$ cat src/rtl/dir_cmd_gen_if.sv
// Stick sample handshake between the stick sampler (master) and
// dir_cmd_gen (slave).
//   stick_valid : master -> slave, sample on stick_pos is valid
//   stick_ready : slave -> master, slave can accept a sample this cycle
//   stick_pos   : master -> slave, signed stick position -128..127
interface dir_cmd_gen_if;
  logic              stick_valid;
  logic              stick_ready;
  logic signed [7:0] stick_pos;

  modport master (output stick_valid, output stick_pos, input stick_ready);
  modport slave  (input stick_valid, input stick_pos, output stick_ready);
endinterface

$ cat src/rtl/dir_cmd_gen.sv
// dir_cmd_gen - pitch-direction command generator.
// Quantizes signed stick samples to a target {dir, speed} and slews the
// 3-bit cmds word one speed level per STEP_CYCLES edges toward that target.
// A direction reversal ramps down through STOP before dir flips.
//
// Ports:
//   clk        : system clock
//   resetn     : asynchronous active-low reset
//   stick      : sample handshake (dir_cmd_gen_if.slave)
//   cmds       : {dir, speed[1:0]}, speed 0=STOP 1=SLOW 2=MEDIUM 3=FAST
//   cmd_strobe : one-cycle pulse after each edge that changes cmds
//   settled    : cmds equals the target
//   wdog_trip  : failsafe active
//
// Optional feature macro: DIR_CMD_GEN_WDOG_EN
//   Defined   : a stale-input watchdog forces a STOP target after
//               WDOG_CYCLES cycles without an accepted sample.
//   Undefined : no watchdog, wdog_trip tied low.
//
// state    | meaning
// ---------+------------------------------------------------------------
// SETTLED  | cmds equals target, step timer held at 0
// RAMP     | same dir (or STOP target), speed stepping toward target
// BRAKE    | dir differs, speed > STOP, stepping down
// FLIP     | dir differs, speed = STOP, next tick inverts dir; no samples
module dir_cmd_gen #(
  parameter int unsigned STEP_CYCLES = 4,
  parameter int unsigned TH_SLOW     = 16,
  parameter int unsigned TH_MED      = 48,
  parameter int unsigned TH_FAST     = 96,
  parameter int unsigned WDOG_CYCLES = 1024
) (
  input  logic               clk,
  input  logic               resetn,
  dir_cmd_gen_if.slave       stick,
  output logic [2:0]         cmds,
  output logic               cmd_strobe,
  output logic               settled,
  output logic               wdog_trip
);

  typedef enum logic [1:0] {
    ST_SETTLED = 2'd0,
    ST_RAMP    = 2'd1,
    ST_BRAKE   = 2'd2,
    ST_FLIP    = 2'd3
  } state_e;

  localparam logic [15:0] STEP_LAST = 16'(STEP_CYCLES - 1);
  localparam logic [8:0]  TH_SLOW_L = 9'(TH_SLOW);
  localparam logic [8:0]  TH_MED_L  = 9'(TH_MED);
  localparam logic [8:0]  TH_FAST_L = 9'(TH_FAST);

  // Elaboration guard: an out-of-range parameter set shows up by name in
  // the hierarchy.
  if (STEP_CYCLES < 2 || STEP_CYCLES > 65535 || WDOG_CYCLES < 1) begin : g_illegal_param_set
  end

  state_e      state_q, state_d;
  logic        cmd_dir_q, cmd_dir_d;
  logic [1:0]  cmd_spd_q, cmd_spd_d;
  logic        tgt_dir_q, tgt_dir_d;
  logic [1:0]  tgt_spd_q, tgt_spd_d;
  logic [15:0] timer_q, timer_d;
  logic        strobe_q, strobe_d;
  logic        armed_q, armed_d;

  logic        accept;
  logic        tick;
  logic        wdog_fire;
  logic signed [8:0] pos_ext;
  logic [8:0]  mag;
  logic [1:0]  q_spd;

  function automatic logic cmd_match(input logic cdir, input logic [1:0] cspd,
                                     input logic tdir, input logic [1:0] tspd);
    // At STOP the dir bit is irrelevant to "equal": a STOP target never
    // forces a flip.
    return (cspd == tspd) && ((cspd == 2'd0) || (cdir == tdir));
  endfunction

  assign accept = stick.stick_valid && stick.stick_ready;
  assign tick   = (state_q != ST_SETTLED) && (timer_q == STEP_LAST);

  always_comb begin
    pos_ext = {stick.stick_pos[7], stick.stick_pos};
    mag     = pos_ext[8] ? 9'(-pos_ext) : 9'(pos_ext);
    if (mag >= TH_FAST_L)      q_spd = 2'd3;
    else if (mag >= TH_MED_L)  q_spd = 2'd2;
    else if (mag >= TH_SLOW_L) q_spd = 2'd1;
    else                       q_spd = 2'd0;
  end

`ifdef DIR_CMD_GEN_WDOG_EN
  localparam int unsigned WD_W   = $clog2(WDOG_CYCLES + 1);
  localparam logic [WD_W-1:0] WD_MAX  = WD_W'(WDOG_CYCLES);
  localparam logic [WD_W-1:0] WD_LAST = WD_W'(WDOG_CYCLES - 1);

  logic [WD_W-1:0] wdog_cnt_q, wdog_cnt_d;
  logic            wdog_trip_q, wdog_trip_d;

  always_comb begin
    wdog_fire   = !accept && (wdog_cnt_q == WD_LAST);
    if (accept)                    wdog_cnt_d = '0;
    else if (wdog_cnt_q == WD_MAX) wdog_cnt_d = wdog_cnt_q;
    else                           wdog_cnt_d = wdog_cnt_q + 1'b1;
    wdog_trip_d = accept ? 1'b0 : (wdog_trip_q | wdog_fire);
  end

  always_ff @(posedge clk or negedge resetn) begin
    if (!resetn) begin
      wdog_cnt_q  <= '0;
      wdog_trip_q <= 1'b0;
    end else begin
      wdog_cnt_q  <= wdog_cnt_d;
      wdog_trip_q <= wdog_trip_d;
    end
  end

  assign wdog_trip = wdog_trip_q;
`else
  assign wdog_fire = 1'b0;
  assign wdog_trip = 1'b0;
`endif

  // Target update; a STOP target keeps the previous dir.
  always_comb begin
    tgt_dir_d = tgt_dir_q;
    tgt_spd_d = tgt_spd_q;
    if (accept) begin
      tgt_spd_d = q_spd;
      if (q_spd != 2'd0) tgt_dir_d = ~stick.stick_pos[7];
    end else if (wdog_fire) begin
      tgt_spd_d = 2'd0;
    end
  end

  // One step toward the target per tick. A sample accepted on a tick edge
  // already steers that tick. Until cmds first leaves STOP after reset the
  // dir bit carries no history, so the first move takes the target dir
  // directly instead of spending a tick on a flip.
  always_comb begin
    cmd_dir_d = cmd_dir_q;
    cmd_spd_d = cmd_spd_q;
    if (tick && !cmd_match(cmd_dir_q, cmd_spd_q, tgt_dir_d, tgt_spd_d)) begin
      if (tgt_spd_d == 2'd0 || cmd_dir_q == tgt_dir_d) begin
        if (cmd_spd_q < tgt_spd_d) cmd_spd_d = cmd_spd_q + 2'd1;
        else                       cmd_spd_d = cmd_spd_q - 2'd1;
      end else if (!armed_q) begin
        cmd_dir_d = tgt_dir_d;
        cmd_spd_d = 2'd1;
      end else if (cmd_spd_q != 2'd0) begin
        cmd_spd_d = cmd_spd_q - 2'd1;
      end else begin
        cmd_dir_d = tgt_dir_d;
      end
    end
    armed_d  = armed_q | (cmd_spd_d != 2'd0);
    strobe_d = {cmd_dir_d, cmd_spd_d} != {cmd_dir_q, cmd_spd_q};
  end

  // Next state follows from the post-edge command and target.
  always_comb begin
    if (cmd_match(cmd_dir_d, cmd_spd_d, tgt_dir_d, tgt_spd_d))
      state_d = ST_SETTLED;
    else if (cmd_dir_d != tgt_dir_d && cmd_spd_d != 2'd0)
      state_d = ST_BRAKE;
    else if (cmd_dir_d != tgt_dir_d && armed_q)
      state_d = ST_FLIP;
    else
      state_d = ST_RAMP;
  end

  // Timer is not restarted by a retarget; it only clears on a tick or when
  // settling.
  always_comb begin
    if (state_q == ST_SETTLED || state_d == ST_SETTLED || tick)
      timer_d = 16'd0;
    else
      timer_d = timer_q + 16'd1;
  end

  always_ff @(posedge clk or negedge resetn) begin
    if (!resetn) begin
      state_q   <= ST_SETTLED;
      cmd_dir_q <= 1'b0;
      cmd_spd_q <= 2'd0;
      tgt_dir_q <= 1'b0;
      tgt_spd_q <= 2'd0;
      timer_q   <= 16'd0;
      strobe_q  <= 1'b0;
      armed_q   <= 1'b0;
    end else begin
      state_q   <= state_d;
      cmd_dir_q <= cmd_dir_d;
      cmd_spd_q <= cmd_spd_d;
      tgt_dir_q <= tgt_dir_d;
      tgt_spd_q <= tgt_spd_d;
      timer_q   <= timer_d;
      strobe_q  <= strobe_d;
      armed_q   <= armed_d;
    end
  end

  always_comb begin
    settled           = (state_q == ST_SETTLED);
    stick.stick_ready = (state_q != ST_FLIP);
    cmds              = {cmd_dir_q, cmd_spd_q};
    cmd_strobe        = strobe_q;
  end

endmodule

$ cat src/flat_wrapper.sv
// flat-port wrapper written by rule: the top's interface ports become plain ports
module dir_cmd_gen_flat 
#(
  parameter int unsigned STEP_CYCLES = 4,
  parameter int unsigned TH_SLOW     = 16,
  parameter int unsigned TH_MED      = 48,
  parameter int unsigned TH_FAST     = 96,
  parameter int unsigned WDOG_CYCLES = 1024
)
  (clk, resetn, cmds, cmd_strobe, settled, wdog_trip, stick_stick_valid, stick_stick_pos, stick_stick_ready);
  dir_cmd_gen_if stick_i ();
  input  logic clk;
  input  logic resetn;
  output logic [2:0] cmds;
  output logic cmd_strobe;
  output logic settled;
  output logic wdog_trip;
  input wire logic [$bits(stick_i.stick_valid)-1:0] stick_stick_valid;
  input wire logic [$bits(stick_i.stick_pos)-1:0] stick_stick_pos;
  output wire logic [$bits(stick_i.stick_ready)-1:0] stick_stick_ready;
  assign stick_i.stick_valid = stick_stick_valid;
  assign stick_i.stick_pos = stick_stick_pos;
  assign stick_stick_ready = stick_i.stick_ready;
  dir_cmd_gen #(.STEP_CYCLES(STEP_CYCLES), .TH_SLOW(TH_SLOW), .TH_MED(TH_MED), .TH_FAST(TH_FAST), .WDOG_CYCLES(WDOG_CYCLES)) u_core (.clk(clk), .resetn(resetn), .stick(stick_i), .cmds(cmds), .cmd_strobe(cmd_strobe), .settled(settled), .wdog_trip(wdog_trip));
endmodule
$ cat config.mk
export PLATFORM = sky130hd
export DESIGN_NAME = dir_cmd_gen_flat
export DESIGN_NICKNAME = d
export VERILOG_FILES = /design/src/rtl/dir_cmd_gen_if.sv /design/src/rtl/dir_cmd_gen.sv /design/src/flat_wrapper.sv
export SDC_FILE = /design/constraint.sdc
export NUM_CORES = 1
export LEC_CHECK = 0
export CAP_MARGIN = 20
export CELL_PAD_IN_SITES_DETAIL_PLACEMENT = 0
export CELL_PAD_IN_SITES_GLOBAL_PLACEMENT = 2
export CORE_MARGIN = 4
export CORE_UTILIZATION = 33
export CTS_CLUSTER_DIAMETER = 150
export CTS_CLUSTER_SIZE = 30
export DETAILED_ROUTE_END_ITERATION = 8
export GPL_TIMING_DRIVEN = 0
export PLACE_DENSITY_LB_ADDON = 0.1
export SYNTH_ARGS = -nofsm -noshare
export SYNTH_HDL_FRONTEND = slang
export SYNTH_SLANG_ARGS = --single-unit
$ cat constraint.sdc
create_clock -name clk -period 2.83 [get_ports clk]
set_input_delay 0.566 -clock clk [delete_from_list [all_inputs] [get_ports clk]]
set_output_delay 0.566 -clock clk [all_outputs]
set_load 0.01 [all_outputs]
# Yosys cells after proc, flatten, opt, wreduce, memory -nomap -nowiden
# Index checks and enable logic that the tools add are counted.
# totals
latchBits,0
out_inout_bits,7
register_bits,26
ramBits,0
memories,0
mem_bits_ro,0
# op_classes
muxes,20
reduce_logical,22
n_eq_ne,8
multipliers,0
shifts,0
n_lt_le_gt_ge,4
n_bitwise,2
n_addsub,4
div,0
# ops
cell,n
2-bit two-way mux,11
16-bit by 1-bit adder with 16-bit output (second input constant),1
16-bit by 2-bit equality test with 1-bit output (second input constant),1
16-bit two-way mux,1
2-bit logical NOT,5
9-bit by 5-bit greater-or-equal comparator with 1-bit output (second input constant),1
9-bit by 6-bit greater-or-equal comparator with 1-bit output (second input constant),1
9-bit by 7-bit greater-or-equal comparator with 1-bit output (second input constant),1
9-bit two-way mux,1
8-bit negation with 9-bit output,1
2-bit nonzero test,4
1-bit logical AND,7
1-bit two-way mux,7
1-bit logical OR,5
2-bit equality test,2
3-bit inequality test,1
2-bit by 1-bit adder with 2-bit output (second input constant),1
1-bit equality test,2
2-bit less-than comparator,1
2-bit inequality test (second input constant),1
2-bit by 1-bit subtractor with 2-bit output (second input constant),1
1-bit logical NOT,1
1-bit inequality test,1
1-bit NOT,1
1-bit OR,1

# Logic depth before layout (Yosys ltp)
# Gate-level depths: netlist (run 1).
# depth
ltp_word,24
depth_mapped,17
mapped_depth_nobuf,16

# Worst setup path after synthesis (run 1)
# Ideal clock, no wire load.
# synth_timing
path_type,input to register
startpoint,input stick_stick_pos[0]
endpoint,register u_core.timer_q[10]
cell_stages,17
n_path_buf,1
path_slack_ns,-1.138
arrival_time_ns,3.828
required_time_ns,2.690
path_cell_list,inv_1 ha_1 or3b_2 a211oi_2 xor3_1 a221oi_1 o21ai_0 ha_1 inv_1 a21oi_1 xor2_1 a31oi_1 o211a_1 o21ai_0 nor4b_4 buf_6 nor4_1
# synth_via
word_cells_on_any_way,44
classes_between,1 x add/sub; 4 x order compare; 5 x eq/ne; 18 x mux; 16 x reduce/logical
# synth_lines
item,line,source
"start, declared",flat_wrapper.sv:19,input wire logic [$bits(stick_i.stick_pos)-1:0] stick_stick_pos;
8-bit negation with 9-bit output,dir_cmd_gen.sv:87,mag = pos_ext[8] ? 9'(-pos_ext) : 9'(pos_ext);
9-bit two-way mux (*),dir_cmd_gen.sv:87,
9-bit by 5-bit greater-or-equal comparator with 1-bit output,dir_cmd_gen.sv:90,else if (mag >= TH_SLOW_L) q_spd = 2'd1;
1-bit two-way mux,dir_cmd_gen.sv:90,
2-bit two-way mux,dir_cmd_gen.sv:89,else if (mag >= TH_MED_L) q_spd = 2'd2;
2-bit two-way mux (*),dir_cmd_gen.sv:88,if (mag >= TH_FAST_L) q_spd = 2'd3;
2-bit two-way mux (*),dir_cmd_gen.sv:130,if (accept) begin
named net u_core.tgt_spd_d[0],dir_cmd_gen.sv:63,"logic [1:0] tgt_spd_q, tgt_spd_d;"
(+6 left out),-,
1-bit logical AND,dir_cmd_gen.sv:168,else if (cmd_dir_d != tgt_dir_d && armed_q)
2-bit two-way mux,dir_cmd_gen.sv:168,
2-bit two-way mux,dir_cmd_gen.sv:166,else if (cmd_dir_d != tgt_dir_d && cmd_spd_d != 2'd0)
2-bit two-way mux (*),dir_cmd_gen.sv:164,"if (cmd_match(cmd_dir_d, cmd_spd_d, tgt_dir_d, tgt_spd_d))"
2-bit logical NOT (*),dir_cmd_gen.sv:177,if (state_q == ST_SETTLED || state_d == ST_SETTLED || tick)
1-bit logical OR (*) (2 in series),dir_cmd_gen.sv:177,
16-bit two-way mux (*),dir_cmd_gen.sv:177,
named net u_core.timer_d[10],dir_cmd_gen.sv:64,"logic [15:0] timer_q, timer_d;"
"end signal, assigned",dir_cmd_gen.sv:199,timer_q <= timer_d;
"end, declared",dir_cmd_gen.sv:64,
# Mark *: on every way through the listed nets, which the timed path passes. The rest lies on a longest branch.

# Worst setup path in the final report (run 1)
# layout_timing
startpoint,input stick_stick_pos[0]
endpoint,register u_core.timer_q[7]
# The elaborated chain is that of the path after synthesis.

==> impl_metrics.json, run 1 <==
{
  "clk_pin_slew_ps": 100,
  "maxCapViolations": 0,
  "irDropWorstVdd_mv": 0.422,
  "fin_nets": 273,
  "globalplace.congestion": 0.816,
  "drt-total-wl_mm": 5.22,
  "area_growth_pct": 45.3,
  "dr.pass1.iters": 4,
  "start_util_pct": 34.9,
  "synthFlopType": "dfrtp_1",
  "grt_pass1_vias": 1821,
  "rows": 27,
  "powerDensity_nw_per_um2": 832,
  "critPathRequiredTime_ps": 3010,
  "io_buffers": 16,
  "drc_errors": 0,
  "slew_viol_final": 0,
  "die_w_um": 85.5,
  "cts_root_buf": "clkbuf_8",
  "r2r_slack_ps": -310,
  "power.leakage_nw": 1.18,
  "timing.slew.headroom_pct": 62.8,
  "syn_area_um2": 1980,
  "hold_viol": 0,
  "clock_skew_ps": 13.4,
  "ys_seq_elements": 26,
  "htreeDepth": 1,
  "ys_warn_count": 0,
  "wire_per_inst_um": 16.0,
  "cts_sinks": 26,
  "drive_above_1_share_pct": 39.4,
  "synth_nets": 226,
  "fill_cells": 525,
  "vias": 1755,
  "postLayoutCoreUtil_pct": 50.7,
  "die_h_um": 85.5,
  "crit_fanout": 6,
  "max_freq_mhz": 269,
  "synthTopCellsByArea": "dfrtp_1 33%, xor2_1 6.2%, nor4_1 5.7%, ha_1 4.4%, nand3_1 3.3%",
  "via_per_inst": 5.38,
  "rsz0062_at_grt": "true",
  "grt_max_degree": 20,
  "core_area_um2": 5680,
  "drtAntennaViolNets": 0,
  "start_kind": "input pin",
  "synth_top_area_share_pct": 32.8,
  "die-area_um2": 7310,
  "critical_path.max_stage_delay_ps": 390,
  "syn_avg_cell_area_um2": 9.53,
  "clk_latency_ps": 270,
  "synth.distinct_cells": 59,
  "setup_tns_ps": -15930,
  "fin_area_um2": 2880,
  "worstPathArrival_ps": 3900,
  "crit_buf_inv": 5,
  "grtUsageTotal_pct": 14.1,
  "cts_tree": "yes",
  "cts_buffers": 3,
  "postCtsHoldBufs": 0,
  "placed_cells": 297,
  "antenna_cells": 0,
  "synthCells": 208,
  "multiInputGateArea_um2": 1530,
  "cp-end-kind": "flop",
  "dp_hpwl_mm": 3.68,
  "status": "complete, but fails checks",
  "crit_path_cell_trace": "buf_12, inv_12, ha_4, or3b_4, a211oi_4, xor3_1, a221oi_2, o21ai_2, ha_4, inv_2, a21oi_2, xor2_1, a31oi_1, o211a_1, o21ai_2, nor4b_4, buf_4, buf_6, nor4_2",
  "slowest_stage": "or3b_4",
  "async_flop_share_pct": 100,
  "worstMarginPinSlew_ps": 553,
  "path_delay_family": "compound AO/OA/AOI/OAI gates",
  "rr_startpoint": "u_core.state_q[0]$_DFF_PN0_",
  "fin_cells": 326,
  "drt_iter0_drc": 67,
  "violations": "negative setup slack",
  "antenna_found_initial": 0,
  "place_area_um2": 2350,
  "overflow": 0,
  "path_class": "input pin to flop",
  "fin_crit_sh_pct": 131,
  "yosys.area.top_type": "dfrtp_1",
  "min_period_ps": 3720,
  "grt_pass1_wl_mm": 8.47,
  "seqCellArea_um2": 651,
  "fin_ws_ps": -888,
  "rr_worst_depth": 11,
  "synth_edf_count": 0,
  "ctsLongestPathBuffers": 2,
  "ys_seq_area_share_pct": 32.8,
  "timing.rr.end": "u_core.timer_q[7]$_DFF_PN0_",
  "hold_path_class": "input pin to asynchronous set/reset pin",
  "finalSetupViolations": 22,
  "synth_most_common_cell": "dfrtp_1",
  "io_pins": 18,
  "synthTopCellsByCount": "26 x dfrtp_1, 18 x nor4_1, 15 x nand2_1, 14 x xor2_1, 13 x nand3_1"
}
-- where the power goes --
group | switching, mW | internal (mW)
Clock | 0.117 | 0.189
Sequential | 0.0830 | 0.450
Combinational | 0.834 | 0.721
Total | 1.03 | 1.36
-- cell type report --
cell class | instances | share of cell area (%)
Timing Repair Buffer | 42 | 13.8
Buffer | 8 | 2.78
Clock buffer | 3 | 1.43
Multi-Input combinational cell | 162 | 53.0
Clock inverter | 1 | 1.04
Sequential cell | 26 | 22.6
Tap cell | 72 | 3.13
Inverter | 12 | 2.17
-- cell families after synthesis --
kind of cell             after synthesis  synth area share, %
multiplexers                           5                 2.78
flip-flops                            26                 32.8
XOR/XNOR                              19                 9.15
buffers and inverters                 20                 4.92
adder cells (fa/ha/maj)                7                 4.42
AND/OR/NAND/NOR                       94                 30.0
other                                  1                0.189
AO/OA/AOI/OAI                         36                 15.7
-- state kept, by name, summed over array words and instances (netlist names) --
| name | flops |
|---|---|
| u_core.tgt_spd_q | 2 |
| u_core.cmd_strobe | 1 |
| u_core.armed_q | 1 |
| u_core.cmd_dir_q | 1 |
| u_core.timer_q | 16 |
| u_core.cmd_spd_q | 2 |
| u_core.state_q | 2 |
| u_core.tgt_dir_q | 1 |
-- per-stage QoR --
step / total power, mW / setup WS (ps) / hold slack [ps]
floorplan: 1.41 / -844 / 270
global placement: 1.68 / -2010 / 564
detailed placement: 1.71 / -2120 / 589
CTS: 2.24 / -871 / 607
global route: 2.57 / -1050 / 627
finish: 2.39 / -888 / 607
-- placed cells by master (no fill, tap or decap), types with 5 or more instances in the layout --
cell,count
and3_1,5
buf_4,21
buf_6,7
clkbuf_8,5
clkdlybuf4s50_1,10
dfrtp_1,26
inv_1,8
nand2_1,14
nand3_1,12
nor2_1,6
nor3_2,5
nor4_1,8
nor4_2,9
xor2_1,14
-- worst max path at each step --
| stage | start | endpoint | slack, ps | depth (start not counted) |
|---|---|---|---|---|
| after floorplan | stick_stick_pos[0] | u_core.timer_q[3]$_DFF_PN0_ | -840 | 15 |
| after global placement | stick_stick_pos[0] | u_core.timer_q[11]$_DFF_PN0_ | -2010 | 17 |
| after detailed placement | stick_stick_pos[0] | u_core.timer_q[10]$_DFF_PN0_ | -2120 | 17 |
| after CTS | stick_stick_pos[1] | u_core.timer_q[7]$_DFF_PN0_ | -870 | 19 |
| after global routing | stick_stick_pos[0] | u_core.timer_q[13]$_DFF_PN0_ | -1050 | 18 |
| final | stick_stick_pos[0] | u_core.timer_q[7]$_DFF_PN0_ | -890 | 19 |
-- what timing repair did --
action | CTS | global route
setup endpoints to repair | 23 | 23
resized for setup | 58 | 20
buffers inserted | 19 | 5
cloned | 1 | 0
pin swaps | 19 | 8
-- metal layers --
metal / share of wire [%] / track usage [%] / routed length, um
met1: 48 / 19.8 / 2500
met2: 48 / 22.7 / 2520
met3: 3.2 / 2.79 / 168
met4: 0.69 / 2.59 / 36
met5: 0 / 0 / 0
Note: power is estimated with default switching activity, not from simulation.
==> run 2: changes to the inputs <==
- CORE_MARGIN: 4 -> unset
- CTS_BUF_LIST: unset -> sky130_fd_sc_hd__clkbuf_16
- TNS_END_PERCENT: unset -> 20
==> run 2 against run 1 <==
  * The flow still finishes with violations (negative setup slack)
  * Largest cell class unchanged
  * Critical path depth decreased by 2
  * Sequential cell count unchanged
  * Register-to-register slack got worse by 50 ps
  * Power decreased by 1.3%
  * Non-clock buffer count decreased by 2
  * Via count decreased by 0.23%
  * Cell count decreased by 0.92%
  * Final area increased by 0.22%
  * Die area decreased by 14%
  * Count of clock-buffer cells in the layout unchanged
  * Fmax increased by 0.87%
==> impl_metrics.json, run 2 (synthesis results as in run 1) <==
{
  "status": "complete, but fails checks",
  "violations": "negative setup slack",
  "crit_fanout": 4,
  "worstHoldStart": "u_core.armed_q$_DFF_PN0_",
  "final_cell_mix": "26 x dfrtp_1, 18 x buf_4, 14 x nand2_1, 14 x xor2_1, 12 x nand3_1",
  "cts_tree": "yes",
  "regMostFlops": "u_core.timer_q",
  "postLayoutCoreUtil_pct": 51.1,
  "antenna_cells": 0,
  "r2r_slack_ps": -360,
  "irDropWorstVdd_mv": 0.403,
  "globalplace.congestion": 0.824,
  "crit_path_cell_trace": "buf_12, buf_6, or4_4, o21ai_4, xor3_1, a221oi_4, o21ai_2, ha_4, inv_2, a21oi_2, xor2_1, a31oi_1, o211a_1, nor2_4, mux2i_4, buf_6, nor4_4",
  "grtUsageTotal_pct": 17.2,
  "cts_root_buf": "clkbuf_16",
  "antenna_found_initial": 0,
  "rr_worst_depth": 9,
  "ctsLongestPathBuffers": 2,
  "path_class": "input pin to flop",
  "p_total_mw": 2.36,
  "hold-path-cell-count": 1,
  "drive_above_1_share_pct": 38.6,
  "htreeDepth": 1,
  "timing.rr.end": "u_core.timer_q[15]$_DFF_PN0_",
  "io_buffers": 16,
  "fin_ws_ps": -856,
  "drt-total-wl_mm": 5.15,
  "path_delay_family": "compound AO/OA/AOI/OAI gates",
  "slowest_stage": "or4_4",
  "critical_path.max_stage_delay_ps": 510,
  "largest_reg_flops": 16,
  "min_period_ps": 3690,
  "cp-end-kind": "flop",
  "rsz0062_at_grt": "true",
  "cts_buffers": 3,
  "cts_sinks": 26,
  "area_growth_pct": 45.6,
  "slew_viol_final": 0,
  "die-area_um2": 6320,
  "layout_commonest_cell": "dfrtp_1",
  "drtAntennaViolNets": 0,
  "place_area_um2": 2350,
  "crit_buf_inv": 4,
  "start_kind": "input pin",
  "die_h_um": 79.5,
  "power.leakage_nw": 1.18,
  "max_freq_mhz": 271,
  "rr_startpoint": "u_core.timer_q[0]$_DFF_PN0_",
  "io_pins": 18,
  "fin_crit_sh_pct": 130,
  "grt_pass1_wl_mm": 8.43,
  "die_w_um": 79.5,
  "clk_latency_ps": 260,
  "overflow": 0,
  "powerDensity_nw_per_um2": 819,
  "via_per_inst": 5.42,
  "rows": 27,
  "hold_end": "u_core.armed_q$_DFF_PN0_",
  "grt_pass1_vias": 1759,
  "maxCapViolations": 0,
  "start_util_pct": 35.1,
  "dp_hpwl_mm": 3.62,
  "setup_tns_ps": -15980,
  "core_area_um2": 5640,
  "cp_common_cell": "buf_6",
  "finalSetupViolations": 22,
  "vias": 1751,
  "hold_path_class": "flop to flop",
  "dr.pass1.iters": 4,
  "worstPathArrival_ps": 3840,
  "fin_nets": 271,
  "hold_viol": 0,
  "worstMarginPinSlew_ps": 1120,
  "timing.slew.headroom_pct": 24.9,
  "fin_area_um2": 2890,
  "clk_pin_slew_ps": 60,
  "wire_per_inst_um": 16.0,
  "clock_skew_ps": 5.39,
  "critPathRequiredTime_ps": 2990,
  "drt_iter0_drc": 75,
  "grt_max_degree": 18,
  "drc_errors": 0
}
run 2: cell count changes in the layout (fill, tap and decap cells not counted), moves of 2 or more:
cell,change
buf_4,-3
nor4_4,+3
nor4_1,-2
clkbuf_8,-3
clkbuf_16,+3
buf_6,+3
run 2: layout make-up:
type	instances	area, um2
fillers	508	2760
multi-input cells	162	1540
flip-flops and latches	26	651
repair buffers	40	395
well taps	72	90.1
plain buffers	8	76.3
clock buffers	3	75.1
inverters	12	62.6
run 2: worst reg2reg max path, cell delays in order (launching register included):
cell,delay (ps)
dfrtp_1,390
ha_1,210
nor4b_1,280
nand4_1,150
nor4_1,870
nand2_2,190
o21a_4,310
nor4b_4,390
buf_6,210
nor4_4,50
run 2: power breakdown:
| group | internal, mW | total, mW | switching [mW] |
|---|---|---|---|
| clock network | 0.187 | 0.308 | 0.121 |
| logic | 0.691 | 1.53 | 0.839 |
| registers | 0.451 | 0.526 | 0.0751 |
| total | 1.33 | 2.36 | 1.04 |
run 2: layer usage:
| metal | global-route usage (%) | routed length (um) | share of wire, % |
|---|---|---|---|
| met3 | 2.51 | 131 | 2.5 |
| met2 | 29.2 | 2480 | 48 |
| met4 | 4.18 | 70 | 1.4 |
| met5 | 0 | 0 | 0 |
| met1 | 22.6 | 2470 | 48 |
run 2: through the flow:
step                      worst slack (ps)  hold slack (ps)  std cells
after floorplan                       -864              270        208
after global placement               -2020              556        296
after detailed placement             -2130              574        297
after CTS                             -882              593        322
after global routing                  -972              614        323
final                                 -856              586        323
run 2: worst max path at each step:
| stage | start | end | slack [ps] | depth (start not counted) |
|---|---|---|---|---|
| global placement | stick_stick_pos[0] | u_core.timer_q[5]$_DFF_PN0_ | -2020 | 17 |
| finish | stick_stick_pos[0] | u_core.timer_q[15]$_DFF_PN0_ | -860 | 17 |
| floorplan | stick_stick_pos[0] | u_core.timer_q[3]$_DFF_PN0_ | -860 | 15 |
| detailed placement | stick_stick_pos[0] | u_core.timer_q[5]$_DFF_PN0_ | -2130 | 17 |
| CTS | stick_stick_pos[1] | u_core.timer_q[13]$_DFF_PN0_ | -880 | 18 |
| global route | stick_stick_pos[0] | u_core.timer_q[7]$_DFF_PN0_ | -970 | 19 |
run 2: what timing repair did:
| item | 4_1_cts | 5_1_grt |
|---|---|---|
| pin swaps | 22 | 8 |
| hold buffers | 0 | 0 |
| gates cloned | 2 | 0 |
| gates resized for setup | 68 | 12 |
| setup endpoints to repair | 23 | 23 |
| setup buffers | 20 | 1 |
